==> config.mk <==
export PLATFORM = sky130hd
export DESIGN_NAME = display_cmd_buffer
export DESIGN_NICKNAME = d
export VERILOG_FILES = /design/src/rtl/display_cmd_buffer.sv
export SDC_FILE = /design/constraint.sdc
export NUM_CORES = 1
export LEC_CHECK = 0
export BUFFER_PORTS_ARGS = -buffer_cell sky130_fd_sc_hd__buf_4
export CORE_MARGIN = 2
export CORE_UTILIZATION = 29
export DETAILED_ROUTE_END_ITERATION = 6
export PLACE_DENSITY = 0.54
export SLEW_MARGIN = 20
export SYNTH_ARGS = -nofsm -noshare
export SYNTH_HDL_FRONTEND = slang
export SYNTH_SLANG_ARGS = --single-unit
==> constraint.sdc <==
create_clock -name i_clk -period 14.65 [get_ports i_clk]
set_clock_uncertainty 0.2 [all_clocks]
set_input_delay 2.93 -clock i_clk [delete_from_list [all_inputs] [get_ports i_clk]]
set_output_delay 2.93 -clock i_clk [all_outputs]
set_load 0.05 [all_outputs]
==> src/rtl/display_cmd_buffer.sv <==
// First-word-fall-through command FIFO feeding display_controller, with flush,
// sticky overflow and fill-level status. Define DISP_BUF_COALESCE_EN to merge repeated ops.
module display_cmd_buffer #(
  parameter int DEPTH  = 8,
  parameter int OP_W   = 3,
  parameter int DATA_W = 26,
  parameter int HWM    = 6
) (
  input  logic                       i_clk,
  input  logic                       i_rst,
  input  logic                       i_wr_en,
  input  logic [OP_W-1:0]            i_wr_op,
  input  logic [DATA_W-1:0]          i_wr_data,
  input  logic                       i_flush,
  input  logic                       i_clr_overflow,
  input  logic                       i_buf_rd_en,
  output logic                       o_buf_has_entry,
  output logic [OP_W-1:0]            o_display_op,
  output logic [DATA_W-1:0]          o_display_data,
  output logic                       o_full,
  output logic                       o_almost_full,
  output logic [$clog2(DEPTH):0]     o_count,
  output logic                       o_overflow
);

  localparam int AW = $clog2(DEPTH);
  localparam int CW = AW + 1;
  localparam int EW = OP_W + DATA_W;
  localparam logic [CW-1:0] DEPTH_C = CW'(DEPTH);
  localparam logic [CW-1:0] HWM_C   = CW'(HWM);

  logic [EW-1:0]  mem [DEPTH];
  logic [AW-1:0]  wr_ptr_reg;
  logic [AW-1:0]  rd_ptr_reg;
  logic [CW-1:0]  count_reg;
  logic           overflow_reg;

  logic           pop_acc;
  logic           push_acc;
  logic           merge;
  logic           drop;
  logic           mem_we;
  logic [AW-1:0]  mem_waddr;
  logic [AW-1:0]  last_ptr;
  logic [EW-1:0]  head_entry;

  assign last_ptr = wr_ptr_reg - 1'b1;
  assign pop_acc  = i_buf_rd_en && (count_reg != '0);

`ifdef DISP_BUF_COALESCE_EN
  logic [OP_W-1:0] last_op;
  assign last_op = mem[last_ptr][EW-1:DATA_W];
  // count > 1 guarantees the most recent entry is not the head being presented.
  assign merge = i_wr_en && !pop_acc && (count_reg > CW'(1)) && (last_op == i_wr_op);
`else
  assign merge = 1'b0;
`endif

  assign push_acc  = i_wr_en && !merge && ((count_reg < DEPTH_C) || pop_acc);
  assign drop      = i_wr_en && !merge && !push_acc;
  assign mem_we    = !i_rst && !i_flush && (push_acc || merge);
  assign mem_waddr = merge ? last_ptr : wr_ptr_reg;

  // Storage carries no reset so it maps onto plain distributed RAM.
  always_ff @(posedge i_clk) begin
    if (mem_we) begin
      mem[mem_waddr] <= {i_wr_op, i_wr_data};
    end
  end

  always_ff @(posedge i_clk) begin
    if (i_rst) begin
      wr_ptr_reg <= '0;
      rd_ptr_reg <= '0;
      count_reg  <= '0;
    end else if (i_flush) begin
      wr_ptr_reg <= '0;
      rd_ptr_reg <= '0;
      count_reg  <= '0;
    end else begin
      if (push_acc) begin
        wr_ptr_reg <= wr_ptr_reg + 1'b1;
      end
      if (pop_acc) begin
        rd_ptr_reg <= rd_ptr_reg + 1'b1;
      end
      if (push_acc && !pop_acc) begin
        count_reg <= count_reg + 1'b1;
      end else if (pop_acc && !push_acc) begin
        count_reg <= count_reg - 1'b1;
      end
    end
  end

  // A drop in the same cycle as a clear leaves the flag set; flushed pushes never count as drops.
  always_ff @(posedge i_clk) begin
    if (i_rst) begin
      overflow_reg <= 1'b0;
    end else if (drop && !i_flush) begin
      overflow_reg <= 1'b1;
    end else if (i_clr_overflow) begin
      overflow_reg <= 1'b0;
    end
  end

  assign head_entry      = (count_reg != '0) ? mem[rd_ptr_reg] : '0;
  assign o_display_op    = head_entry[EW-1:DATA_W];
  assign o_display_data  = head_entry[DATA_W-1:0];
  assign o_buf_has_entry = (count_reg != '0);
  assign o_full          = (count_reg == DEPTH_C);
  assign o_almost_full   = (count_reg >= HWM_C);
  assign o_count         = count_reg;
  assign o_overflow      = overflow_reg;

endmodule

Word level (Yosys, flattened, before mapping)
Memories as Yosys holds them, arrays and structs flattened. A register that Yosys moved wholly into a read port is not among the register bits.
Index checks and enable logic that the tools add are counted.
{"block": "totals", "reg_bits": 11, "ram_bits": 232, "inputBits": 35, "out_inout_bits": 37, "word_cells": 38, "mem_count": 1}
{"name": "mem", "depth": 8, "word_bits": 29, "rd": 1, "rd_clocked_by_memory_dff": 1, "wr": 1, "line": "32", "source": "logic [EW-1:0] mem [DEPTH];"}
{"block": "op_classes", "addsub": 4, "n_lt_le_gt_ge": 2, "eq_ne": 1, "mux": 9, "n_reduce_logical": 17}
{"cell": "29-bit 2-to-1 mux", "n": 1}
{"cell": "1-bit logical AND", "n": 8}
{"cell": "4-bit 2-to-1 mux", "n": 2}
{"cell": "3-bit by 1-bit adder with 3-bit output (second input constant)", "n": 2}
{"cell": "3-bit 2-to-1 mux", "n": 2}
{"cell": "4-bit by 1-bit adder with 4-bit output (second input constant)", "n": 1}
{"cell": "4-bit == test (second input constant)", "n": 1}
{"cell": "4-bit by 3-bit >= comparator with 1-bit output (second input constant)", "n": 1}
{"cell": "1-bit logical NOT", "n": 4}
{"cell": "4-bit less-than comparator (second input constant)", "n": 1}
{"cell": "1-bit 2-to-1 mux", "n": 4}
{"cell": "2-bit nonzero test", "n": 2}
{"cell": "4-bit nonzero test", "n": 1}
{"cell": "4-bit by 1-bit subtractor with 4-bit output (second input constant)", "n": 1}
{"cell": "2-bit OR reduction", "n": 1}
{"cell": "1-bit logical OR", "n": 1}

Logic depth before layout (Yosys ltp)
{"block": "depth", "word_depth": 8, "depth_mapped": 10, "ltp_nobuf": 10}

Least setup slack after synthesis
OpenSTA, ideal clock, no wires.
{"block": "synth_path", "path_kind": "input port to flip-flop", "from": "in i_rst", "to": "mem mem[0][0] (netlist name), enable pin", "setup_ns": 0.498, "arrival_ns": 6.370, "required_time_ns": 13.952, "path_slack_ns": 7.582, "path_stages": 3, "n_path_buf": 0, "path_cell_list": "or2_1 nor2_1 nor4b_1"}
{"block": "synth_via", "elab_chain_cells": 5}
{"element": "start, declared", "line": "10", "source": "input logic i_rst,"}
{"element": "1-bit logical NOT", "line": "61", "source": "assign mem_we = !i_rst && !i_flush && (push_acc || merge);"}
{"element": "1-bit logical AND (2 in series)", "line": "61"}
{"element": "1-bit 2-to-1 mux", "line": "66", "source": "if (mem_we) begin"}
{"element": "1-bit 2-to-1 mux (not written as such)", "line": "67", "source": "mem[mem_waddr] <= {i_wr_op, i_wr_data};"}
{"element": "end, declared", "line": "32"}
No other way between the ends.

==> run metrics <==
Die Width=~190 um; CTS root buf=clkbuf_16; Seq/Total Area, Yosys=0.755; initial antenna violation count=1; final wirelength=between 15000 and 20000 um; Largest Register=mem; Placer Congestion=approximately 0.68; post_cts resized=0; die area=approximately 0.035 mm^2; final hold violation count=0; Post-synth top cells=edfxtp_1 (232), nor2_1 (44), mux4_2 (41); core area=roughly 0.033 mm^2; Fin Setup TNS=0 ns; Ys Warns=0; global-route wire length before repair=approximately 30000 um; Total Routing Usage GR=0.117; final std cells w/o fill=~1000; internal power=roughly 1200 uW; vias in the first global route=between 5000 and 6000; slowest CP cell=dfxtp_4; CP required=about 12 ns; crit-path max FO=30; DR iter-0 viols=around 260; gr ovfl total=0; Hold-fix buffers, CTS=0; status=complete, no violations; Synth top area share=0.726; relative slew slack=0.303; Setup Buffers After CTS=0; latest clock arrival within the worst-skew pair=around 0.52 ns; fillers=between 3000 and 4000; CTS buffer count=25; synth top area cells=edfxtp_1 (73%), mux4_2 (9.6%), mux4_1 (4.7%); Synth Flop Type=edfxtp_1; Placed Area=between 0.01 and 0.015 mm^2; FMAX=between 150 and 200 MHz; Final Cell Area=approximately 0.012 mm^2; CTS H-Tree Depth=1; minimum clock period=roughly 6.1 ns; VDD IR max=around 0.00006 V; Finished Core Util=0.355; Mean Syn Cell Area=~21 um^2; Syn-to-layout area delta=20.4%; layout cells sized above 1=0.326; port bufs=slightly above 70; RSZ-0062 raised after global routing=no; fin crit share=0.415; Post-Synthesis Cells=around 450; leak pwr=about 0.0037 uW; Rows=66; Post-synth EDFFs=approximately 230; sw frac=0.251; final setup violating endpoints=0; dpl ws=8.98 ns; Crit path top cell by count=buf_4; combinational fraction of design power=0.122; n_diodes=0; NumNets Final=roughly 600; CTS Buffer Depth=3; routed vias=about 4600; clock slew at reported path FFs=0.06 ns; Yosys reg bits=around 250; async set or reset register ratio after synthesis=0; Sw Pwr=404 uW; Startpoint Class=flip-flop; Die H=approximately 190 um; Least-Margin Pin Slew=roughly 1.0 ns; Starting Density=0.295; critical path's largest stage delay=about 0.73 ns; Min-Delay Path Class=flip-flop to flip-flop; post-DR wirelength/cell=around 20 um; Power Density=139 mW/mm^2; Post-route DRC=0; MaxCap Viol Count=0; largest net degree at the start of global routing=59; sequential share of power=0.486; dpl cells=~960; area leader, netlist=edfxtp_1; cell area after synthesis=roughly 0.0096 mm^2; Max Slew Vio Count=0; Distinct cells, synth=34; Post-Syn Nets=about 490; vias per inst=approximately 4.6; worst reg-to-reg setup slack=between 10 and 15 ns; ordered list of cells on the worst path=buf_4 -> mux4_2 -> mux2i_1 -> nor2_1 -> buf_4; crit path setup slack, layout=about 8.6 ns; CTS tree=yes; top-count cell post-synth=edfxtp_1; drt pass-1 iters=4; number of flip-flops under the largest register name=232; Clock power frac=0.392; CP endpoint kind=output port; CP arrival=slightly below 3 ns; clk sinks=246; post-DP HPWL=11500 um; antenna viol nets, final=0; critical path class=flip-flop to output port; number of I/O pins=72
worst max-delay path: cells and delay by family, from the launching register on:
kind / cells / cell delay [ns]
buffers and inverters: 2 / 0.80
multiplexers: 2 / 0.80
flip-flops: 1 / 0.73
AND/OR/NAND/NOR: 1 / 0.07
area by class of cell:
class	count	area, um^2	share of cell area
Clock buffer	27	633	0.0548
Multi-Input combinational cell	180	2230	0.193
Tap cell	442	553	0.0478
Clock inverter	19	193	0.0167
Sequential cell	246	7250	0.628
Timing Repair Buffer	85	678	0.0587
Inverter	4	15.0	0.00130
through the flow:
| stage | hold WS (ns) | power, uW |
|---|---|---|
| finish | 0.298 | 1610 |
| global route | 0.332 | 1670 |
| CTS | 0.293 | 1640 |
| detailed placement | 0.283 | 998 |
| global placement | 0.261 | 994 |
| floorplan | 0.254 | 930 |
final timing paths:
| kind | from | end | depth (start not counted) |
|---|---|---|---|
| max | flip-flop | o_display_data[23] | 5 |
| min | rd_ptr_reg[1]$_SDFFE_PP0P_ | flip-flop | 2 |
| max reg2reg | o_count[0]$_SDFFE_PP0P_ | o_count[3]$_SDFFE_PP0P_ | 11 |
| min reg2reg | rd_ptr_reg[1]$_SDFFE_PP0P_ | flip-flop | 2 |
power groups by stage:
| stage | logic (uW) | registers [uW] | clock network (uW) |
|---|---|---|---|
| 6_report | 196 | 783 | 632 |
| 5_1_grt | 209 | 784 | 677 |
| 4_1_cts | 200 | 783 | 652 |
| 3_5_place_dp | 200 | 799 | 0 |
| 3_3_place_gp | 196 | 798 | 0 |
| 2_1_floorplan | 131 | 798 | 0 |
layout by cell type, fill, tap and decap left out, types with 2 or more instances in the layout:
master / instances
inv_1: 2
nor2_4: 2
buf_16: 2
nor2_1: 42
clkbuf_1: 2
edfxtp_1: 232
bufinv_16: 3
xnor2_1: 2
nand3_1: 6
clkbuf_16: 25
xor2_1: 4
mux4_2: 41
clkinv_2: 7
mux2i_1: 30
nor4_2: 2
clkinvlp_4: 5
a21oi_1: 5
buf_4: 83
clkinv_4: 2
inv_2: 2
ha_1: 5
dfxtp_2: 2
mux4_1: 17
nand2_1: 9
nor3_2: 3
dfxtp_1: 11
metal layers:
layer	share of wire	vias to the layer above	GRT usage	wire length, um
li1	-	2037	-	-
met1	0.44	2458	0.149	8690
met4	0.015	2	0.0324	297
met2	0.51	76	0.204	10100
met3	0.042	21	0.0241	847
met5	0.00065	-	0	13
kinds of logic (layout without fill, tap and decap cells):
| kind of cell | Yosys count | in the layout | synth area share |
|---|---|---|---|
| multiplexers | 88 | 88 | 0.174 |
| XOR/XNOR | 6 | 6 | 0.00547 |
| buffers and inverters | 26 | 135 | 0.0184 |
| AO/OA/AOI/OAI | 9 | 9 | 0.00600 |
| AND/OR/NAND/NOR | 71 | 71 | 0.0326 |
| flip-flops | 246 | 246 | 0.755 |
| adder cells (fa/ha/maj) | 6 | 6 | 0.00860 |
Power figures use the tool's default switching activity.
